`src/rtl/ibex_icache_fetch_mon_pkg.sv`:
```
// ---------------------------------------------------------------------------
// ibex_icache_fetch_mon_pkg
//
// Shared definitions for the icache fetch-interface monitor:
//   - viol_e        : bit index of each violation flag in viol_o
//   - NumViol       : number of violation flags
//   - snap_t        : snapshot of the bus held while a handshake is pending
//   - is_compressed : true when a fetched word starts a 16-bit instruction
//   - wd_cnt_w      : counter width needed by the stall watchdog
//
// Optional feature macro used by the monitor: IBEX_ICACHE_FETCH_MON_ADDR_CHK_EN
// ---------------------------------------------------------------------------
package ibex_icache_fetch_mon_pkg;

   typedef enum logic [3:0] {
      ViolReadyNoReq         = 4'd0,
      ViolBranchMisaligned   = 4'd1,
      ViolBranchNoSpec       = 4'd2,
      ViolFetchNoAddr        = 4'd3,
      ViolValidDropped       = 4'd4,
      ViolAddrUnstable       = 4'd5,
      ViolErrUnstable        = 4'd6,
      ViolRDataUnstable      = 4'd7,
      ViolErrPlus2Compressed = 4'd8,
      ViolAddrMismatch       = 4'd9,
      ViolTimeout            = 4'd10
   } viol_e;

   localparam int unsigned NumViol = 11;

   // The snapshot address field is sized for the widest supported bus; the
   // monitor zero-extends its AddrW-bit address into it.
   localparam int unsigned SnapAddrW = 64;

   typedef struct packed {
      logic [SnapAddrW-1:0] addr;
      logic                 err;
      logic                 err_plus2;
      logic [31:0]          rdata;
      logic                 compressed;
   } snap_t;

   function automatic logic is_compressed(input logic [31:0] rdata);
      return rdata[1:0] != 2'b11;
   endfunction

   // Width able to hold 0..t inclusive, never less than one bit.
   function automatic int unsigned wd_cnt_w(input int unsigned t);
      return (t < 2) ? 1 : $clog2(t + 1);
   endfunction

endpackage

```
`src/rtl/ibex_icache_fetch_mon_watchdog.sv`:
```
// ---------------------------------------------------------------------------
// ibex_icache_fetch_mon_watchdog
//
// Counts consecutive stall cycles and raises a single-cycle fire pulse on the
// TimeoutCycles-th consecutive stall cycle. The count then holds at the limit
// until a non-stall cycle zeroes it, so one stall episode fires only once.
// TimeoutCycles = 0 removes the counter and fire stays low.
//
// Ports:
//   clk    in   clock
//   rst_n  in   async active-low reset
//   stall  in   current cycle is a stall cycle
//   fire   out  combinational pulse: this stall cycle reaches the limit
// ---------------------------------------------------------------------------
module ibex_icache_fetch_mon_watchdog
   import ibex_icache_fetch_mon_pkg::*;
#(
   parameter int unsigned TimeoutCycles = 256
) (
   input  logic clk,
   input  logic rst_n,
   input  logic stall,
   output logic fire
);

   localparam int unsigned CntBits = wd_cnt_w(TimeoutCycles);

   generate
      if (TimeoutCycles == 0) begin : g_off
         logic unused_wd;
         assign unused_wd = ^{clk, rst_n, stall};
         assign fire      = 1'b0;
      end else begin : g_on
         localparam logic [CntBits-1:0] Limit   = CntBits'(TimeoutCycles);
         localparam logic [CntBits-1:0] LimitM1 = CntBits'(TimeoutCycles - 1);
         localparam logic [CntBits-1:0] One     = CntBits'(1);

         logic [CntBits-1:0] cnt_p1;

         // stage p1: consecutive stall count, saturating at the limit
         always_ff @(posedge clk or negedge rst_n) begin
            if (!rst_n) begin
               cnt_p1 <= '0;
            end else if (!stall) begin
               cnt_p1 <= '0;
            end else if (cnt_p1 != Limit) begin
               cnt_p1 <= cnt_p1 + One;
            end
         end

         assign fire = stall && (cnt_p1 == LimitM1);
      end
   endgenerate

endmodule

```
`src/rtl/ibex_icache_fetch_monitor.sv`:
```
// ---------------------------------------------------------------------------
// ibex_icache_fetch_monitor
//
// Passive, synthesizable checker for the icache-to-core fetch interface.
// Every rule is evaluated on the bus sample at a clock edge and reported one
// cycle later as a registered, one-cycle pulse on its own viol_o bit. Any
// violating cycle also sets a sticky flag and bumps a saturating counter.
//
// Optional feature: define IBEX_ICACHE_FETCH_MON_ADDR_CHK_EN to compile in
// expected-address tracking and the AddrMismatch rule. Without it exp_addr_o
// is 0 and AddrMismatch never fires.
//
// Parameters:
//   AddrW          address width
//   CntW           violation counter width
//   TimeoutCycles  stall cycles before Timeout fires (0 disables)
//
// Ports:
//   clk, rst_n              clock, async active-low reset
//   req, branch, branch_spec, ready, valid, err, err_plus2   bus controls
//   branch_addr, addr       bus addresses
//   rdata                   fetched data
//   clear                   sync clear of sticky flag and counter
//   viol_o                  per-rule violation pulse (index = viol_e)
//   viol_sticky_o           any violation since reset/clear
//   viol_count_o            saturating count of violating cycles
//   exp_addr_o              address the next good response must carry
// ---------------------------------------------------------------------------
module ibex_icache_fetch_monitor
   import ibex_icache_fetch_mon_pkg::*;
#(
   parameter int unsigned AddrW         = 32,
   parameter int unsigned CntW          = 16,
   parameter int unsigned TimeoutCycles = 256
) (
   input  logic               clk,
   input  logic               rst_n,
   input  logic               req,
   input  logic               branch,
   input  logic               branch_spec,
   input  logic [AddrW-1:0]   branch_addr,
   input  logic               ready,
   input  logic               valid,
   input  logic [AddrW-1:0]   addr,
   input  logic [31:0]        rdata,
   input  logic               err,
   input  logic               err_plus2,
   input  logic               clear,
   output logic [NumViol-1:0] viol_o,
   output logic               viol_sticky_o,
   output logic [CntW-1:0]    viol_count_o,
   output logic [AddrW-1:0]   exp_addr_o
);

   localparam logic [CntW-1:0] CntMax = '1;
   localparam logic [CntW-1:0] CntOne = CntW'(1);

   logic                 has_addr;
   logic                 has_addr_d;
   logic                 pend;
   logic                 pend_d;
   logic [SnapAddrW-1:0] addr_ext;
   snap_t                snap_d;
   snap_t                snap_p1;
   logic                 good_hs;
   logic                 addr_mismatch;
   logic                 stall;
   logic                 wd_fire;
   logic [NumViol-1:0]   viol_d;
   logic                 any_viol;

   // ---------------------------------------------------------------------
   // Bus tracking: has_addr says a fetch address is outstanding (set by a
   // branch, dropped by an error response). pend marks a response that was
   // offered but not yet taken, whose bus values must be held.
   // ---------------------------------------------------------------------
   always_comb begin
      addr_ext             = '0;
      addr_ext[AddrW-1:0]  = addr;
      snap_d.addr          = addr_ext;
      snap_d.err           = err;
      snap_d.err_plus2     = err_plus2;
      snap_d.rdata         = rdata;
      snap_d.compressed    = is_compressed(rdata);

      has_addr_d = has_addr;
      if (branch) begin
         has_addr_d = 1'b1;
      end else if (err && valid && ready) begin
         has_addr_d = 1'b0;
      end

      pend_d  = has_addr && valid && !(ready || branch);
      good_hs = valid && ready && !branch && !err && has_addr;
      stall   = has_addr && ready && !valid && !branch;
   end

   // stage p1: control state
   always_ff @(posedge clk or negedge rst_n) begin
      if (!rst_n) begin
         has_addr <= 1'b0;
         pend     <= 1'b0;
      end else begin
         has_addr <= has_addr_d;
         pend     <= pend_d;
      end
   end

   // stage p1: snapshot data; only ever read while pend is set, so it needs
   // no reset and a reset mid-stall simply abandons it.
   always_ff @(posedge clk) begin
      if (pend_d) begin
         snap_p1 <= snap_d;
      end
   end

`ifdef IBEX_ICACHE_FETCH_MON_ADDR_CHK_EN
   logic [AddrW-1:0] exp_addr;

   // stage p1: expected address; a branch overrides any same-cycle beat
   always_ff @(posedge clk or negedge rst_n) begin
      if (!rst_n) begin
         exp_addr <= '0;
      end else if (branch) begin
         exp_addr <= branch_addr;
      end else if (good_hs) begin
         exp_addr <= exp_addr + (is_compressed(rdata) ? AddrW'(2) : AddrW'(4));
      end
   end

   assign addr_mismatch = good_hs && (addr != exp_addr);
   assign exp_addr_o    = exp_addr;
`else
   logic unused_addr_chk;
   assign unused_addr_chk = ^{branch_addr[AddrW-1:1], good_hs};
   assign addr_mismatch   = 1'b0;
   assign exp_addr_o      = '0;
`endif

   ibex_icache_fetch_mon_watchdog #(
      .TimeoutCycles (TimeoutCycles)
   ) u_watchdog (
      .clk   (clk),
      .rst_n (rst_n),
      .stall (stall),
      .fire  (wd_fire)
   );

   // ---------------------------------------------------------------------
   // Rule evaluation on the current bus sample
   // ---------------------------------------------------------------------
   always_comb begin
      viol_d = '0;

      if (pend) begin
         viol_d[ViolValidDropped] = !valid;
         viol_d[ViolAddrUnstable] = addr_ext != snap_p1.addr;
         viol_d[ViolErrUnstable]  = (err != snap_p1.err) ||
                                    (err_plus2 != snap_p1.err_plus2);
         // Error responses carry no meaningful data. A compressed
         // instruction only guarantees the low half-word.
         if (!snap_p1.err) begin
            viol_d[ViolRDataUnstable] =
               (rdata[15:0] != snap_p1.rdata[15:0]) ||
               (!snap_p1.compressed && (rdata[31:16] != snap_p1.rdata[31:16]));
         end
      end

      viol_d[ViolReadyNoReq]         = ready && !req;
      viol_d[ViolBranchMisaligned]   = branch && branch_addr[0];
      viol_d[ViolBranchNoSpec]       = branch && !branch_spec;
      viol_d[ViolFetchNoAddr]        = ready && !(branch || has_addr);
      viol_d[ViolErrPlus2Compressed] = valid && err && err_plus2 &&
                                       (rdata[1:0] != 2'b11);
      viol_d[ViolAddrMismatch]       = addr_mismatch;
      viol_d[ViolTimeout]            = wd_fire;

      any_viol = |viol_d;
   end

   // stage p1: reported results; a new violation beats a same-cycle clear
   always_ff @(posedge clk or negedge rst_n) begin
      if (!rst_n) begin
         viol_o        <= '0;
         viol_sticky_o <= 1'b0;
         viol_count_o  <= '0;
      end else begin
         viol_o <= viol_d;
         if (any_viol) begin
            viol_sticky_o <= 1'b1;
            if (clear) begin
               viol_count_o <= CntOne;
            end else if (viol_count_o != CntMax) begin
               viol_count_o <= viol_count_o + CntOne;
            end
         end else if (clear) begin
            viol_sticky_o <= 1'b0;
            viol_count_o  <= '0;
         end
      end
   end

endmodule
```
`config.mk`:
```
export PLATFORM = sky130hd
export DESIGN_NAME = ibex_icache_fetch_monitor
export DESIGN_NICKNAME = d
export VERILOG_FILES = /design/src/rtl/ibex_icache_fetch_mon_pkg.sv /design/src/rtl/ibex_icache_fetch_mon_watchdog.sv /design/src/rtl/ibex_icache_fetch_monitor.sv
export SDC_FILE = /design/constraint.sdc
export NUM_CORES = 1
export LEC_CHECK = 0
export ABC_AREA = 1
export BUFFER_PORTS_ARGS = -buffer_cell sky130_fd_sc_hd__buf_4
export CAP_MARGIN = 20
export CORE_MARGIN = 2
export CORE_UTILIZATION = 45
export DETAILED_ROUTE_END_ITERATION = 8
export PLACE_DENSITY = 0.81
export SLEW_MARGIN = 0
export SYNTH_ARGS = -nofsm -noshare
export SYNTH_HDL_FRONTEND = slang
export SYNTH_HIERARCHICAL = 1
export SYNTH_SLANG_ARGS = --single-unit
```
`constraint.sdc`:
```
create_clock -name clk -period 7.8 [get_ports clk]
set_input_delay 1.17 -clock clk [delete_from_list [all_inputs] [get_ports clk]]
set_output_delay 1.17 -clock clk [all_outputs]
set_load 0.01 [all_outputs]
```
# [After elaboration in Yosys (flattened, before gate mapping)]
# Index checks and enable logic that the tools add are counted.
[totals] regBits=105 latch_bits=0 ramBits=0 romBits=0 inputBits=106 out_inout_bits=60 wordCells=66 n_memories=0
[op_classes] addsub=2 multipliers=0 n_div=0 magnitude_cmp=0 n_eq_ne=10 shifts=0 n_mux=12 bitwise=0 reduce_logical=31
[op_table] cell="16-bit 2-to-1 mux" count=4
[op_table] cell="16-bit != test" count=2
[op_table] cell="32-bit != test" count=1
[op_table] cell="9-bit 2-to-1 mux" count=2
[op_table] cell="16-bit by 1-bit adder with 16-bit output, second input constant" count=1
[op_table] cell="16-bit != test, second input constant" count=1
[op_table] cell="1-bit logical AND" count=15
[op_table] cell="10-bit OR reduction" count=1
[op_table] cell="9-bit by 1-bit adder with 9-bit output, second input constant" count=1
[op_table] cell="9-bit by 8-bit == test with 1-bit output, second input constant" count=1
[op_table] cell="9-bit != test, second input constant" count=1
[op_table] cell="1-bit logical NOT" count=7
[op_table] cell="2-bit nonzero test" count=3
[op_table] cell="1-bit 2-to-1 mux" count=5
[op_table] cell="1-bit logical OR" count=4
[op_table] cell="4-bit 2-to-1 mux" count=1
[op_table] cell="2-bit != test, second input constant" count=2
[op_table] cell="1-bit != test" count=2
[op_table] cell="2-bit AND reduction" count=1

# [Depth between registers and ports, before layout]
[depth] depth_word=8 mapped_depth=15

# [Hierarchy]
# Netlist, hierarchy kept.
[by_module_without_submodules] mod="ibex_icache_fetch_monitor" n_inst=1 cells_per_inst=493 area_each_um2=4783.3 seq_area_each_um2=2737.6
[by_module_without_submodules] mod="ibex_icache_fetch_mon_watchdog" n_inst=1 cells_per_inst=76 area_each_um2=571.8 seq_area_each_um2=225.2

# [Worst setup path before layout]
# No wires, ideal clock.
[synth_path] path_type="input to register" start="in branch" end="reg pend" t_arrival_ns=5.879 required_ns=7.198 slack_ns=1.319 cell_stages=1 n_path_buf=0 cell_sequence="nor3_1"
[synth_between] elab_chain_cells=3
[synth_lines] item="start, declared" line_no="ibex_icache_fetch_monitor.sv:39" text="input logic branch,"
[synth_lines] item="1-bit logical OR" line_no="ibex_icache_fetch_monitor.sv:93" text="pend_d = has_addr && valid && !(ready || branch);"
[synth_lines] item="1-bit logical NOT" line_no="ibex_icache_fetch_monitor.sv:93"
[synth_lines] item="1-bit logical AND" line_no="ibex_icache_fetch_monitor.sv:93"
[synth_lines] item="end signal, assigned" line_no="ibex_icache_fetch_monitor.sv:105" text="pend <= pend_d;"
[synth_lines] item="end, declared" line_no="ibex_icache_fetch_monitor.sv:60" text="logic pend;"
# Every way passes these cells.
# A chain may end at the register's enable or synchronous reset.

# [Worst setup path after layout]
[layout_path] start="in ready" end="reg viol_count_o[15]"
[layout_between] elab_chain_cells=7 elab_cells_between_ends=10 cone_classes="mux (1); reduce/logical (9)"
[layout_lines] item="start, declared" line_no="ibex_icache_fetch_monitor.sv:42" text="input logic ready,"
[layout_lines] item="1-bit logical AND (*) (3 in series)" line_no="ibex_icache_fetch_monitor.sv:95" text="stall = has_addr && ready && !valid && !branch;"
[layout_lines] item="via stall" line_no="ibex_icache_fetch_monitor.sv:67" text="logic stall;"
[layout_lines] item="1-bit logical AND (*)" line_no="ibex_icache_fetch_mon_watchdog.sv:51" text="assign fire = stall && (cnt_p1 == LimitM1);"
[layout_lines] item="via viol_d[10]" line_no="ibex_icache_fetch_monitor.sv:69" text="logic [NumViol-1:0] viol_d;"
[layout_lines] item="10-bit OR reduction (*)" line_no="ibex_icache_fetch_monitor.sv:178" text="any_viol = |viol_d;"
[layout_lines] item="2-bit nonzero test (no source line)"
[layout_lines] item="2-bit AND reduction (no source line)"
[layout_lines] item="end signal, assigned" line_no="ibex_icache_fetch_monitor.sv:192" text="viol_count_o <= CntOne;"
[layout_lines] item="end signal, assigned" line_no="ibex_icache_fetch_monitor.sv:194" text="viol_count_o <= viol_count_o + CntOne;"
[layout_lines] item="end, declared" line_no="ibex_icache_fetch_monitor.sv:51" text="output logic [CntW-1:0] viol_count_o,"
# The timed path passes the listed nets; every way through them passes the cells marked *.

==> impl_metrics.csv <==
group,metric,value,unit
status,run_status,"finished, violations left",
status,violations,"design-rule violations",
hold_path,hp-start,"viol_sticky_o$_DFFE_PN0P_",
logic_synthesis,synth_area,0.00536,mm2
critical_path,cpMostUsedCell,"nand2_1",
placed_design,place_ws,4.45,ns
power_and_ir_drop,p_per_area,185,mW/mm2
timing,setup_viol_count_final,0,
finish,final_util,55.7,%
cts,holdBufCountCts,0,
critical_path,regToRegSetupSlack,5.32,ns
cts,cts.repair.resized,0,
finish,antenna_cells,0,
logic_synthesis,synth_edf_count,67,
cts,cts_tree,"yes",
cts,clk_path_buf_depth,2,
timing,rsz0062_at_grt,"no",
logic_synthesis,ys_ff_latch,105,
critical_path,regToRegStartpoint,"u_watchdog/g_on.cnt_p1[0]$_DFFE_PN0P_",
global_route,grt.total_usage,17.4,%
placed_design,place.gp.congestion,0.870,
critical_path,worst-path-buf-inv,3,
finish,synthToLayoutAreaGrowth,19.7,%
cts,cts.sinks,105,
routing,vias,3931,
floorplanning,die_w,113,um
routing,drt_iter0_drc,213,
routing,vias_per_cell,4.78,
power_and_ir_drop,vdd_ir_drop_max,134,uV
timing,finalCritPeriodShare,34.5,%
global_route,grt_pass1_wl,17.6,mm
critical_path,crit_slowest_cell,"nand3_2",
critical_path,crit_family,"simple AND/OR/NAND/NOR gates",
floorplanning,dieArea,0.0128,mm2
finish,fin_nets,786,
critical_path,path_max_fanout,18,
hold_path,holdPathEnd,"viol_sticky_o$_DFFE_PN0P_",
critical_path,r2r_cells,13,
floorplanning,rows,39,
cts,htree_levels,3,
finish,final_common_cell,"nand2_1",
routing,ant_nets,0,
routing,post_drt_wl_per_cell,12.9,um
routing,drc,7,
critical_path,arrival,2.98,ns
floorplanning,die_h,113,um
timing,fin_ws,5.11,ns
placed_design,numPortBuffers,101,
logic_synthesis,syn_area_per_cell,9.41,um2
cts,cts_buffers,9,
timing,hold_viol_final,0,
critical_path,required,8.09,ns
logic_synthesis,synth_cell_types,38,
timing,maxSlewViolCount,0,
routing,dr.pass1.iters,7,
critical_path,r2r_end,"viol_count_o[15]$_DFFE_PN0P_",
power_and_ir_drop,p_leak,2.99,nW
cts,post-cts-setup-buffer-count,0,
cts,clk_latency,0.36,ns
logic_synthesis,synth_cells,569,
floorplanning,core,0.0115,mm2
finish,mostFrequentLayoutCells,"136 x nand2_1, 102 x buf_4, 68 x inv_1",
critical_path,crit_chain,"buf_4, nand2_1, nor3_1, buf_2, nand2_1, inv_1, nor3_1, nand3_1, nor2_1, nand3_2, nand2_4, nand3_1, nand2_1",
floorplanning,start_util,46.5,%
timing,tightestPinTransition,0.867,ns
timing,clock.fmax,372,MHz
timing,tns,0,ns
routing,wirelength,10.6,mm
global_route,antenna_found_initial,0,
logic_synthesis,synth_warnings,6,
global_route,grt_max_degree,69,
floorplanning,io_pins,166,
run,maxCapViolCount,0,
logic_synthesis,ys_seq_area_share,55.3,%
logic_synthesis,synth_top_flop_cell,"edfxtp_1",
placed_design,dp_hpwl,7.73,mm
critical_path,path_class,"in2reg",
logic_synthesis,synthArstFlopShare,36.2,%
hold_path,hold_class,"reg2reg",
global_route,overflow,0,
timing,finalCriticalPeriod,2.69,ns
critical_path,max_stage_delay,0.36,ns
timing,fin_skew,0.00798,ns
critical_path,worstSetupEndpointType,"register",
timing,maxSlewHeadroom,42.2,%
cts,cts-root-buf,"clkbuf_16",
cts,clkTransAtPathRegs,0.06,ns
hold_path,min_path_cells,1,
global_route,grt_pass1_vias,3817,
finish,drive_gt1_share,20.9,%
critical_path,worstSetupStartpointType,"primary input",
-- synthesized netlist by cell type (2+ instances only) --
library cell | count | area (um2)
nor3_1 | 10 | 50.1
inv_2 | 9 | 33.8
xnor2_1 | 39 | 342
o21ai_1 | 2 | 10.0
nand3_1 | 32 | 160
nand3b_1 | 2 | 15.0
nand2_2 | 5 | 31.3
or2_0 | 2 | 12.5
edfxtp_1 | 67 | 2010
buf_4 | 33 | 248
o21ai_0 | 5 | 25.0
nor3_2 | 3 | 30.0
nor2_1 | 64 | 240
a21oi_1 | 7 | 35.0
dfrtp_1 | 38 | 951
nand4_1 | 13 | 81.3
nand2_1 | 136 | 510
nor2_4 | 4 | 45.0
inv_1 | 68 | 255
buf_2 | 3 | 15.0
xor2_1 | 7 | 61.3
ha_1 | 4 | 50.1
-- sequential cells by signal (all words and copies together), names as in the netlist --
| name | flops |
|---|---|
| snap_p1 | 67 |
| viol_count_o | 16 |
| u_watchdog/g_on.cnt_p1 | 9 |
| viol_o | 10 |
| viol_sticky_o | 1 |
| has_addr | 1 |
| pend | 1 |
-- how the worst max path moves through the flow --
| stage | start | end | cells past startpoint |
|---|---|---|---|
| final | ready | viol_count_o[15]$_DFFE_PN0P_ | 13 |
| after global routing | ready | viol_count_o[10]$_DFFE_PN0P_ | 13 |
| after CTS | valid | viol_count_o[4]$_DFFE_PN0P_ | 11 |
| after detailed placement | valid | viol_count_o[4]$_DFFE_PN0P_ | 11 |
| after global placement | valid | viol_count_o[15]$_DFFE_PN0P_ | 11 |
| after floorplan | branch | pend$_DFF_PN0_ | 1 |
-- worst register-to-register path, stage by stage, from the launching register on --
cell     delay, ns
dfrtp_1       0.42
ha_1          0.23
nand2_1       0.13
nor3_2        0.07
ha_1          0.18
nand2_1       0.06
inv_1         0.05
nor3_1        0.17
nand3_1       0.09
nor2_1        0.15
nand3_2       0.36
nand2_4       0.32
nand3_1       0.10
nand2_1       0.09
-- layout make-up --
class,instances,area [um2]
fill,984,5110
sequential,105,2960
multi-input combinational,379,1930
timing repair buffer,103,771
inverter,78,293
clock buffer,11,233
tap,143,179
clock inverter,3,42.5
-- per-layer routing --
metal / track usage [%] / part of all wire, % / vias to the layer above
li1: - / - / 1952
met1: 21.1 / 42 / 1824
met2: 28.9 / 50 / 129
met3: 3.80 / 5.3 / 26
met4: 9.59 / 3.6 / 0
met5: 0 / 0 / -
-- through the flow --
step                hold WS (ns)  power (mW)  instance area, um2  instances
finish                     0.489        1.19                6410        822
global route               0.495        1.24                6410        822
CTS                        0.492        1.20                6400        821
detailed placement         0.478       0.756                6130        807
global placement           0.468       0.750                6130        807
floorplan                  0.459       0.710                5480        601
-- kinds of logic (layout without fill, tap and decap cells) --
| group | after synthesis | after routing | synth area share (%) |
|---|---|---|---|
| AO/OA/AOI/OAI | 17 | 17 | 1.68 |
| XOR/XNOR | 46 | 46 | 7.52 |
| adder cells (fa/ha/maj) | 4 | 4 | 0.935 |
| buffers and inverters | 117 | 195 | 11.0 |
| flip-flops | 105 | 105 | 55.3 |
| other | 1 | 33 | 0.0700 |
| AND/OR/NAND/NOR | 279 | 279 | 23.5 |
-- power breakdown --
| part | switching, mW | internal [mW] | total, mW |
|---|---|---|---|
| sequential | 0.00963 | 0.612 | 0.621 |
| combinational | 0.0672 | 0.0558 | 0.123 |
| clock | 0.196 | 0.246 | 0.442 |
Power figures use the tool's default switching activity.
